## src/rtl/feature_accum_recip.sv

```systemverilog
// Foreground pixel accumulator with a bit-serial restoring reciprocal divider.
// Optional RECIP_ROUND_EN adds one extra fraction bit and rounds OnebyN half-up.
module feature_accum_recip #(
    parameter int COORD_W = 8,
    parameter int CNT_W   = 12
) (
    input  logic               clk,
    input  logic               rst,
    input  logic               start,
    input  logic               pix_valid,
    input  logic               pix_fg,
    input  logic [COORD_W-1:0] pix_coord,
    input  logic               frame_end,
    input  logic               out_ready,
    output logic [15:0]        XnCn,
    output logic [16:0]        OnebyN,
    output logic [CNT_W-1:0]   count,
    output logic               out_valid,
    output logic               busy,
    output logic               ovf,
    output logic [1:0]         state_dbg
);

`ifdef RECIP_ROUND_EN
    localparam int QW = 18;
`else
    localparam int QW = 17;
`endif
    localparam int RW = CNT_W + 1;
    localparam logic [CNT_W-1:0] CNT_MAX = '1;

    typedef enum logic [1:0] {
        S_IDLE   = 2'd0,
        S_ACCUM  = 2'd1,
        S_DIVIDE = 2'd2,
        S_DONE   = 2'd3
    } state_t;

    state_t           state_q, state_d;
    logic [15:0]      sum_q, sum_d;
    logic [CNT_W-1:0] count_q, count_d;
    logic             ovf_q, ovf_d;
    logic [RW-1:0]    rem_q, rem_d;
    logic [QW-1:0]    quo_q, quo_d;
    logic [4:0]       div_cnt_q, div_cnt_d;
    logic [16:0]      recip_q, recip_d;

    logic [16:0]      sum_ext;
    logic [RW-1:0]    rem_sh;
    logic [RW-1:0]    rem_sub;
    logic             rem_ge;
    logic [QW-1:0]    quo_nx;
    logic [16:0]      recip_res;
`ifdef RECIP_ROUND_EN
    logic [QW:0]      rnd_sum;
`endif

    always_comb begin
        sum_ext = {1'b0, sum_q} + {{(17 - COORD_W){1'b0}}, pix_coord};
        // Dividend is 2^16: the single 1 enters on the first shift only.
        rem_sh  = {rem_q[RW-2:0], (div_cnt_q == 5'd0)};
        rem_ge  = (rem_sh >= {1'b0, count_q});
        rem_sub = rem_sh - {1'b0, count_q};
        quo_nx  = {quo_q[QW-2:0], rem_ge};
`ifdef RECIP_ROUND_EN
        rnd_sum = {1'b0, quo_nx} + {{QW{1'b0}}, 1'b1};
        if (rnd_sum[QW:1] > 18'h10000) begin
            recip_res = 17'h10000;
        end else begin
            recip_res = rnd_sum[17:1];
        end
`else
        recip_res = quo_nx;
`endif
    end

    always_comb begin
        state_d   = state_q;
        sum_d     = sum_q;
        count_d   = count_q;
        ovf_d     = ovf_q;
        rem_d     = rem_q;
        quo_d     = quo_q;
        div_cnt_d = div_cnt_q;
        recip_d   = recip_q;
        case (state_q)
            S_IDLE: begin
                if (start) begin
                    sum_d   = '0;
                    count_d = '0;
                    ovf_d   = 1'b0;
                    recip_d = '0;
                    state_d = S_ACCUM;
                end
            end
            S_ACCUM: begin
                if (pix_valid && pix_fg) begin
                    if (sum_ext[16]) begin
                        sum_d = 16'hFFFF;
                        ovf_d = 1'b1;
                    end else begin
                        sum_d = sum_ext[15:0];
                    end
                    if (count_q == CNT_MAX) begin
                        ovf_d = 1'b1;
                    end else begin
                        count_d = count_q + 1'b1;
                    end
                end
                if (frame_end) begin
                    rem_d     = '0;
                    quo_d     = '0;
                    div_cnt_d = '0;
                    state_d   = (count_d == '0) ? S_DONE : S_DIVIDE;
                end
            end
            S_DIVIDE: begin
                rem_d     = rem_ge ? rem_sub : rem_sh;
                quo_d     = quo_nx;
                div_cnt_d = div_cnt_q + 5'd1;
                if (div_cnt_q == 5'(QW - 1)) begin
                    recip_d = recip_res;
                    state_d = S_DONE;
                end
            end
            S_DONE: begin
                if (out_ready) begin
                    state_d = S_IDLE;
                end
            end
            default: state_d = S_IDLE;
        endcase
    end

    always_ff @(posedge clk) begin
        if (rst) begin
            state_q   <= S_IDLE;
            sum_q     <= '0;
            count_q   <= '0;
            ovf_q     <= 1'b0;
            rem_q     <= '0;
            quo_q     <= '0;
            div_cnt_q <= '0;
            recip_q   <= '0;
        end else begin
            state_q   <= state_d;
            sum_q     <= sum_d;
            count_q   <= count_d;
            ovf_q     <= ovf_d;
            rem_q     <= rem_d;
            quo_q     <= quo_d;
            div_cnt_q <= div_cnt_d;
            recip_q   <= recip_d;
        end
    end

    // Handshake: a transfer happens on any edge where out_valid and out_ready are both high.
    assign XnCn      = sum_q;
    assign OnebyN    = recip_q;
    assign count     = count_q;
    assign ovf       = ovf_q;
    assign out_valid = (state_q == S_DONE);
    assign busy      = (state_q == S_ACCUM) || (state_q == S_DIVIDE);
    assign state_dbg = state_q;

endmodule
```

## config.mk

```make
export PLATFORM = sky130hd
export DESIGN_NAME = feature_accum_recip
export DESIGN_NICKNAME = d
export VERILOG_FILES = /design/src/rtl/feature_accum_recip.sv
export SDC_FILE = /design/constraint.sdc
export NUM_CORES = 1
export LEC_CHECK = 0
export ABC_AREA = 0
export BUFFER_PORTS_ARGS = -buffer_cell sky130_fd_sc_hd__buf_2
export CORE_MARGIN = 4
export CORE_UTILIZATION = 37
export CTS_BUF_LIST = sky130_fd_sc_hd__clkbuf_8
export DETAILED_ROUTE_END_ITERATION = 6
export SYNTH_ARGS = -nofsm -noshare
export SYNTH_HDL_FRONTEND = slang
export SYNTH_SLANG_ARGS = --single-unit
export TNS_END_PERCENT = 30
```

## constraint.sdc

```tcl
create_clock -name clk -period 3.34 [get_ports clk]
set_input_delay 0.668 -clock clk [delete_from_list [all_inputs] [get_ports clk]]
set_output_delay 0.668 -clock clk [all_outputs]
set_load 0.1 [all_outputs]
```

Word-level counts from Yosys, hierarchy flattened. Cells that the tools add are included.

Bits in registers: 81. Input port bits: 15. Output and inout port bits: 50.

Add/subtract/negate cells: 4. Order comparisons: 1. Equal/unequal tests: 11. Muxes and demuxes: 30. Reductions and logical operators: 14.

Operators by type and width (count): 12-bit 2-to-1 mux (6); 16-bit 2-to-1 mux (4); 16-bit one-hot mux with 2 select lines (2); 12-bit one-hot mux with 2 select lines (2); 17-bit 2-to-1 mux (2); 17-bit one-hot mux with 2 select lines (1); 16-bit by 8-bit adder with 17-bit output (1); 13-bit by 12-bit >= comparator with 1-bit output (1); 12-bit by 1-bit adder with 12-bit output (second input constant) (1); 12-bit equality test (second input constant) (1); 12-bit logical NOT (1); 12-bit subtractor (1); 2-bit != test (second input constant) (5); 5-bit one-hot mux with 2 select lines (1); 2-bit 2-to-1 mux (4); 2-bit one-hot mux with 4 select lines (1); 4-bit AND reduction (2); 3-bit AND reduction (2); 2-bit nonzero test (3); 5-bit by 1-bit adder with 5-bit output (second input constant) (1); 5-bit equality test (second input constant) (1); 5-bit logical NOT (1); 1-bit 2-to-1 mux (5); 5-bit 2-to-1 mux (1); other kinds (8) (10).

Depth between registers and ports, before layout. Gate-level depths: netlist of run 1.

Depth in word-level cells: 8. Gate-level depth with buffers: 11. Depth with buffers taken out: 11.

Worst setup path after synthesis of run 1. OpenSTA, ideal clock, no wires.

Path type: reg-to-reg. From: register count_q[4] (netlist: count[4]). To: register rem_q[1]. Library setup time: 0.074 ns. Data arrival time: 3.095 ns. Setup slack: 0.170 ns. Cell stages (with the launch flop): 10. Path buffers: 1. Period minus slack after synthesis: 3.170 ns. Cells stage by stage: dfxtp_1 buf_2 inv_1 ha_1 a21o_1 a211o_1 o211ai_1 o2bb2ai_4 mux2_2 o21ai_0.

Longest elaborated chain between the ends: 3.

Ends and longest elaborated chain: from (decl) (line 41) `logic [CNT_W-1:0] count_q, count_d;`; from (signal assigned) (line 148) `count_q <= count_d;`; 13-bit by 12-bit >= comparator with 1-bit output (line 62) `rem_ge = (rem_sh >= {1'b0, count_q});`; 12-bit 2-to-1 mux (line 118) `rem_d = rem_ge ? rem_sub : rem_sh;`; 12-bit one-hot mux with 2 select lines (line 86) `case (state_q)`; to (signal assigned) (line 150) `rem_q <= rem_d;`; to (decl) (line 43) `logic [RW-1:0] rem_q, rem_d;`.

Every way passes these cells. A chain may end at the register's enable or synchronous reset.

Final worst setup path of run 1.
From: register div_cnt_q[0]. To: register rem_q[11].

Longest elaborated chain between the ends: 4. Elaborated cells between the ends (all ways): 5. Those cells by class: add/sub (1); order compare (1); mux (2); reduce/logical (1).

Ends and longest elaborated chain: from (decl) (line 45) `logic [4:0] div_cnt_q, div_cnt_d;`; from (signal assigned) (line 152) `div_cnt_q <= div_cnt_d;`; 5-bit logical NOT * (line 61) `rem_sh = {rem_q[RW-2:0], (div_cnt_q == 5'd0)};`; 12-bit subtractor or 13-bit by 12-bit >= comparator with 1-bit output (tied branches) (line 63, 62); 12-bit 2-to-1 mux * (line 118); 12-bit one-hot mux with 2 select lines * (line 86).

Every way passes the cells marked *; elsewhere a longest branch is shown, timed or not.

==> reports/metrics.cfg, run 1 <==
[setup_path]
worstSetupPathType = flip-flop to flip-flop
endpoint_kind = flip-flop
r2r_slack_ns = 0.41
r2r-end = rem_q[11]
crit_path_top_delay_cell = or4b_2
cp_top_family = compound AO/OA/AOI/OAI gates
cp_cell_sequence = inv_1 > ha_1 > or4b_2 > ha_1 > nand2b_1 > a21oi_2 > o21ai_0 > a2111oi_0 > nor4bb_1 > o31ai_1
cp.required_ns = 3.63
slowest_delay_ns = 0.61
cpMostUsedCell = ha_1
critical_path.startpoint = div_cnt_q[0]
worst-path-max-fanout = 5
worst_setup_path_start_kind = flip-flop
critPathArrivalTime_ns = 3.22
worstRegToRegCells = 10
cp_num_buf_inv = 1
r2r-start = div_cnt_q[0]

[yosys]
syn_inst = 572
syn_area_per_cell_um2 = 8.27
synth-async-reset-ratio = 0
ys_seq_area_frac = 0.343
synthDistinctLibCells = 68
syn_area_um2 = 4730
yosysMostFrequentCell = dfxtp_1
ys_seq_elements = 81
synthTopCellsByArea = dfxtp_1 34%, ha_1 7.1%, nor2_1 6.2%
synth.largest_area_cell = dfxtp_1
yosysTopAreaCellShare = 0.343
synthTopCellsByCount = 81 x dfxtp_1, 78 x nor2_1, 41 x a21oi_1
synth-edff-count = 0
yosys_most_used_dff = dfxtp_1
yosys_warnings = 0
syn_nets = 616

[hold_path]
hold_start = rem_q[11]
hold_class = flip-flop to flip-flop
holdPathEnd = rem_q[11]
holdPathStages = 2

[cells_and_area]
n_antenna_cell = 0
seqCellArea_um2 = 1620
drive_gt1_frac = 0.161
synthToLayoutAreaGrowth_pct = 13.7
multiInputGateArea_um2 = 2900
n_fill_cell = 1280
utilization = 0.428
num-nets-final = 671
stdcell_count = 804

[die]
die_area_um2 = 14700
die_width_um = 121
start_util = 0.376
fp.dieH_um = 121
core_um2 = 12600
ios = 65
rows = 41

[power]
netSwitchingFraction = 0.448
seqPwrFrac = 0.335
combPwrFrac = 0.450
power_uw = 3130
power.share.clock = 0.215
power_density_nw_per_um2 = 582
switchingPower_uw = 1400
power.internal_uw = 1730
cellLeakagePower_uw = 0.00217
irDropWorstVdd_mv = 0.655

[grt]
grt_antenna_before_repair = 0
met3_usage = 0.0499
grt_overflow = 0
grtUsageMet1 = 0.230
met2_usage = 0.267
grt_pass1_wl_mm = 20.4
busiest_layer = met2
grt_pass1_vias = 4141
grt_util_all_layers = 0.171
grt_max_degree = 38

[routing]
routed-via-count = 4405
first_pass_iters = 5
wire_per_inst_um = 15.0
vias_per_cell = 5.48
drt_iter0_drc = 419
drc_errors = 0
wl_mm = 12.0
drtAntennaViolNets = 0

[timing]
finalSetupTns_ns = 0
fin_skew_ns = 0.00809
slew_headroom = 0.410
rsz0062_at_grt = no
setup_violations = 0
timing.fmax_mhz = 341
holdWs_ns = 0.461
tightest_slew_ns = 0.876
maxSlewViolCount = 0
fin_crit_sh = 0.878
hold_viol_final = 0
finalCriticalPeriod_ns = 2.93

[clock_tree]
cts_tree = done
cts_max_path_buffers = 2
post_cts.repair.setup_buffers = 0
cts_num_sinks = 81
clock_latency_ns = 0.37
root_buffer = clkbuf_8
holdBufCountCts = 0
h-tree-depth = 3
clk_pin_slew_ns = 0.08
cts_buffers = 9
ctsResizeCount = 0

[placement]
gp_congestion = 0.887
hpwl_mm = 8.89
port_buffers = 64
post-place-cells = 788

[flow_run]
cap_violations = 0

[status]
status = finished, final reports clean

stage by stage:
step / setup WS, ns / area [um2]
after CTS: 0.399 / 5380
after global placement: 0.369 / 5200
after global routing: 0.215 / 5380
after detailed placement: 0.302 / 5200
final: 0.407 / 5380
after floorplan: 0.170 / 4730
layer usage:
layer  vias to the layer above  part of all wire  routed length (um)
met2                        97              0.46                5550
met3                        10             0.053                 635
met4                         0             0.011                 127
li1                       2202                 -                   -
met5                         -                 0                   0
met1                      2096              0.48                5730
state kept, by name, summed over array words and instances (netlist names):
signal     count
rem_q         12
count         12
state_dbg      2
quo_q         16
XnCn          16
OnebyN        17
ovf            1
div_cnt_q      5
area by class of cell:
| type | instances | share of cell area |
|---|---|---|
| clock buffers | 11 | 0.0282 |
| clock inverters | 5 | 0.00558 |
| inverters | 28 | 0.0195 |
| multi-input cells | 438 | 0.539 |
| flip-flops and latches | 81 | 0.302 |
| well taps | 172 | 0.0400 |
| repair buffers | 69 | 0.0665 |
cell usage in the layout, fill, tap and decap left out, types with 4 or more instances in the layout:
master / n
and3_1: 6
nor4_1: 5
clkbuf_8: 11
o31ai_1: 5
buf_4: 5
mux2_2: 4
o211ai_1: 4
a2bb2oi_1: 4
o21a_1: 6
mux2i_1: 8
nor2b_1: 4
a211oi_1: 9
a32oi_1: 4
dfxtp_1: 81
nor2_1: 78
o21bai_1: 4
nand2_1: 39
ha_1: 27
a21oi_1: 41
nand4_1: 8
nand3_1: 10
nor3_1: 9
inv_1: 28
a311oi_1: 6
xnor2_1: 12
a22o_1: 4
xor2_1: 7
and2_1: 6
a21o_1: 9
a22oi_1: 34
nand2b_1: 9
o21ai_0: 31
buf_2: 64
kinds of logic (layout without fill, tap and decap cells):
family | count (synthesis) | count (layout) | synth area share
and+or+nand+nor | 190 | 190 | 0.195
AOI/OAI and AO/OA | 188 | 188 | 0.275
DFF | 81 | 81 | 0.343
buffers and inverters | 53 | 113 | 0.0460
adders and majority gates | 29 | 29 | 0.0799
xor gates and xnor gates | 19 | 19 | 0.0352
muxes | 12 | 12 | 0.0264
tightest hold or removal path: cells and delay by family (launching register included):
kind / cells / cell delay (ns)
AO/OA/AOI/OAI: 1 / 0.05
flip-flops: 1 / 0.32
AND/OR/NAND/NOR: 1 / 0.05
power by group through the flow:
stage          Combinational (uW)  Sequential, uW  Clock [uW]
2_1_floorplan                1020            1190           0
3_3_place_gp                 1380            1070           0
3_5_place_dp                 1400            1070           0
4_1_cts                      1410            1050         697
5_1_grt                      1550            1060         734
6_report                     1410            1050         671
worst max path at each step:
| stage | end | slack [ns] | cells past startpoint |
|---|---|---|---|
| after global routing | rem_q[10] | 0.21 | 11 |
| after detailed placement | XnCn[9] | 0.30 | 10 |
| after floorplan | rem_q[1] | 0.17 | 9 |
| after global placement | XnCn[9] | 0.37 | 10 |
| after CTS | rem_q[10] | 0.40 | 11 |
| final | rem_q[11] | 0.41 | 10 |
No activity file was read; power rests on OpenSTA's default activity.
==> run 2, diff against run 1 <==
--- a/config.mk
+++ b/config.mk
@@ -8,7 +8,7 @@
 export ABC_AREA = 0
 export BUFFER_PORTS_ARGS = -buffer_cell sky130_fd_sc_hd__buf_2
 export CORE_MARGIN = 4
-export CORE_UTILIZATION = 37
+export CORE_UTILIZATION = 40
 export CTS_BUF_LIST = sky130_fd_sc_hd__clkbuf_8
 export DETAILED_ROUTE_END_ITERATION = 6
 export SYNTH_ARGS = -nofsm -noshare
==> reports/metrics.cfg, run 2 (same netlist as run 1, synthesis figures left out) <==
[clock_tree]
ctsResizeCount = 0
cts_buffers = 9
cts_max_path_buffers = 2
root_buffer = clkbuf_8
post_cts.repair.setup_buffers = 0
holdBufCountCts = 0
cts_num_sinks = 81
clk_pin_slew_ns = 0.09
h-tree-depth = 3
clock_latency_ns = 0.36
cts_tree = done

[cells_and_area]
drive_gt1_frac = 0.161
n_antenna_cell = 0
final_common_cell = dfxtp_1
synthToLayoutAreaGrowth_pct = 13.3
layout_common_cells = 81 x dfxtp_1, 78 x nor2_1, 64 x buf_2, 41 x a21oi_1, 39 x nand2_1
largest_reg_flops = 17
num-nets-final = 672
stdcell_count = 776
n_fill_cell = 1137

[die]
start_util = 0.411
fp.dieH_um = 117
die_width_um = 117
ios = 65
core_um2 = 11500
die_area_um2 = 13600
rows = 39

[grt]
grt_util_all_layers = 0.180
grt_max_degree = 41
grt_overflow = 0
grt_pass1_vias = 3952
grt_pass1_wl_mm = 19.8
grt_antenna_before_repair = 1

[timing]
tightest_slew_ns = 1.22
slew_headroom = 0.183
fin_skew_ns = 0.00899
timing.fmax_mhz = 340
fin_ws_ns = 0.396
finalSetupTns_ns = 0
setup_violations = 0
maxSlewViolCount = 0
hold_viol_final = 0
finalCriticalPeriod_ns = 2.94
rsz0062_at_grt = no
fin_crit_sh = 0.881

[setup_path]
slowest_delay_ns = 0.61
r2r-start = div_cnt_q[0]
worst_setup_path_start_kind = flip-flop
critical_path.startpoint = div_cnt_q[0]
cp_cell_sequence = inv_1 > ha_1 > or4b_2 > ha_1 > fa_1 > nand2b_1 > a21oi_1 > a311o_1 > a21oi_1 > xnor2_1 > o31ai_1
cp_top_family = simple AND/OR/NAND/NOR gates
worst-path-max-fanout = 4
worstSetupPathType = flip-flop to flip-flop
critPathArrivalTime_ns = 3.22
cp.required_ns = 3.61
endpoint_kind = flip-flop
crit_path_top_delay_cell = or4b_2
cp_num_buf_inv = 1

[placement]
post-place-cells = 760
hpwl_mm = 8.88
port_buffers = 64
place_ws_ns = 0.449
gp_congestion = 0.867

[flow_run]
cap_violations = 0

[power]
irDropWorstVdd_mv = 0.537
cellLeakagePower_uw = 0.00219
power_uw = 3170
power_density_nw_per_um2 = 591

[routing]
vias_per_cell = 5.73
drc_errors = 0
wire_per_inst_um = 15.6
drt_iter0_drc = 403
first_pass_iters = 5
wl_mm = 12.1
drtAntennaViolNets = 0
routed-via-count = 4444

[hold_path]
hold_class = flip-flop to flip-flop
hold_start = OnebyN[0]

[status]
status = finished, final reports clean

run 2: report_power, final:
part	switching (uW)	total [uW]	internal [uW]
combinational	983	1390	404
clock	384	731	347
sequential	47.2	1050	1000
run 2: final timing paths:
kind	to	slack [ns]	cells past startpoint
setup / recovery	rem_q[10]	0.40	11
hold / removal	OnebyN[0]	0.46	2
setup reg to reg	rem_q[10]	0.40	11
hold reg to reg	OnebyN[0]	0.46	2
run 2: worst register-to-register path: stages (launching register included):
cell	delay, ns
dfxtp_1	0.34
inv_1	0.08
ha_1	0.16
or4b_2	0.61
ha_1	0.23
fa_1	0.39
nand2b_1	0.18
a21oi_1	0.28
a311o_1	0.22
a21oi_1	0.07
xnor2_1	0.13
o31ai_1	0.17
run 2: area by class of cell:
| class | instances | area [um2] | area share |
|---|---|---|---|
| clock buffers | 9 | 124 | 0.0231 |
| clock inverters | 7 | 70.1 | 0.0131 |
| inverters | 28 | 105 | 0.0196 |
| multi-input cells | 438 | 2900 | 0.540 |
| flip-flops and latches | 81 | 1620 | 0.302 |
| well taps | 143 | 179 | 0.0334 |
| repair buffers | 70 | 365 | 0.0681 |
run 2: routing by layer:
layer / wire (um) / vias to the layer above / GRT usage / share of wire
li1: - / 2213 / - / -
met1: 5710 / 2076 / 0.246 / 0.47
met2: 5520 / 139 / 0.284 / 0.45
met3: 770 / 14 / 0.0487 / 0.063
met4: 125 / 2 / 0.0413 / 0.010
met5: 18 / - / 0 / 0.0015
run 2: per-stage QoR:
stage / utilization / cell area [um2] / hold WS [ns]
after floorplan: - / 4730 / 0.426
after global placement: 0.449 / 5170 / 0.442
after detailed placement: 0.449 / 5170 / 0.460
after CTS: 0.466 / 5360 / 0.474
after global routing: 0.466 / 5360 / 0.500
final: 0.466 / 5360 / 0.463
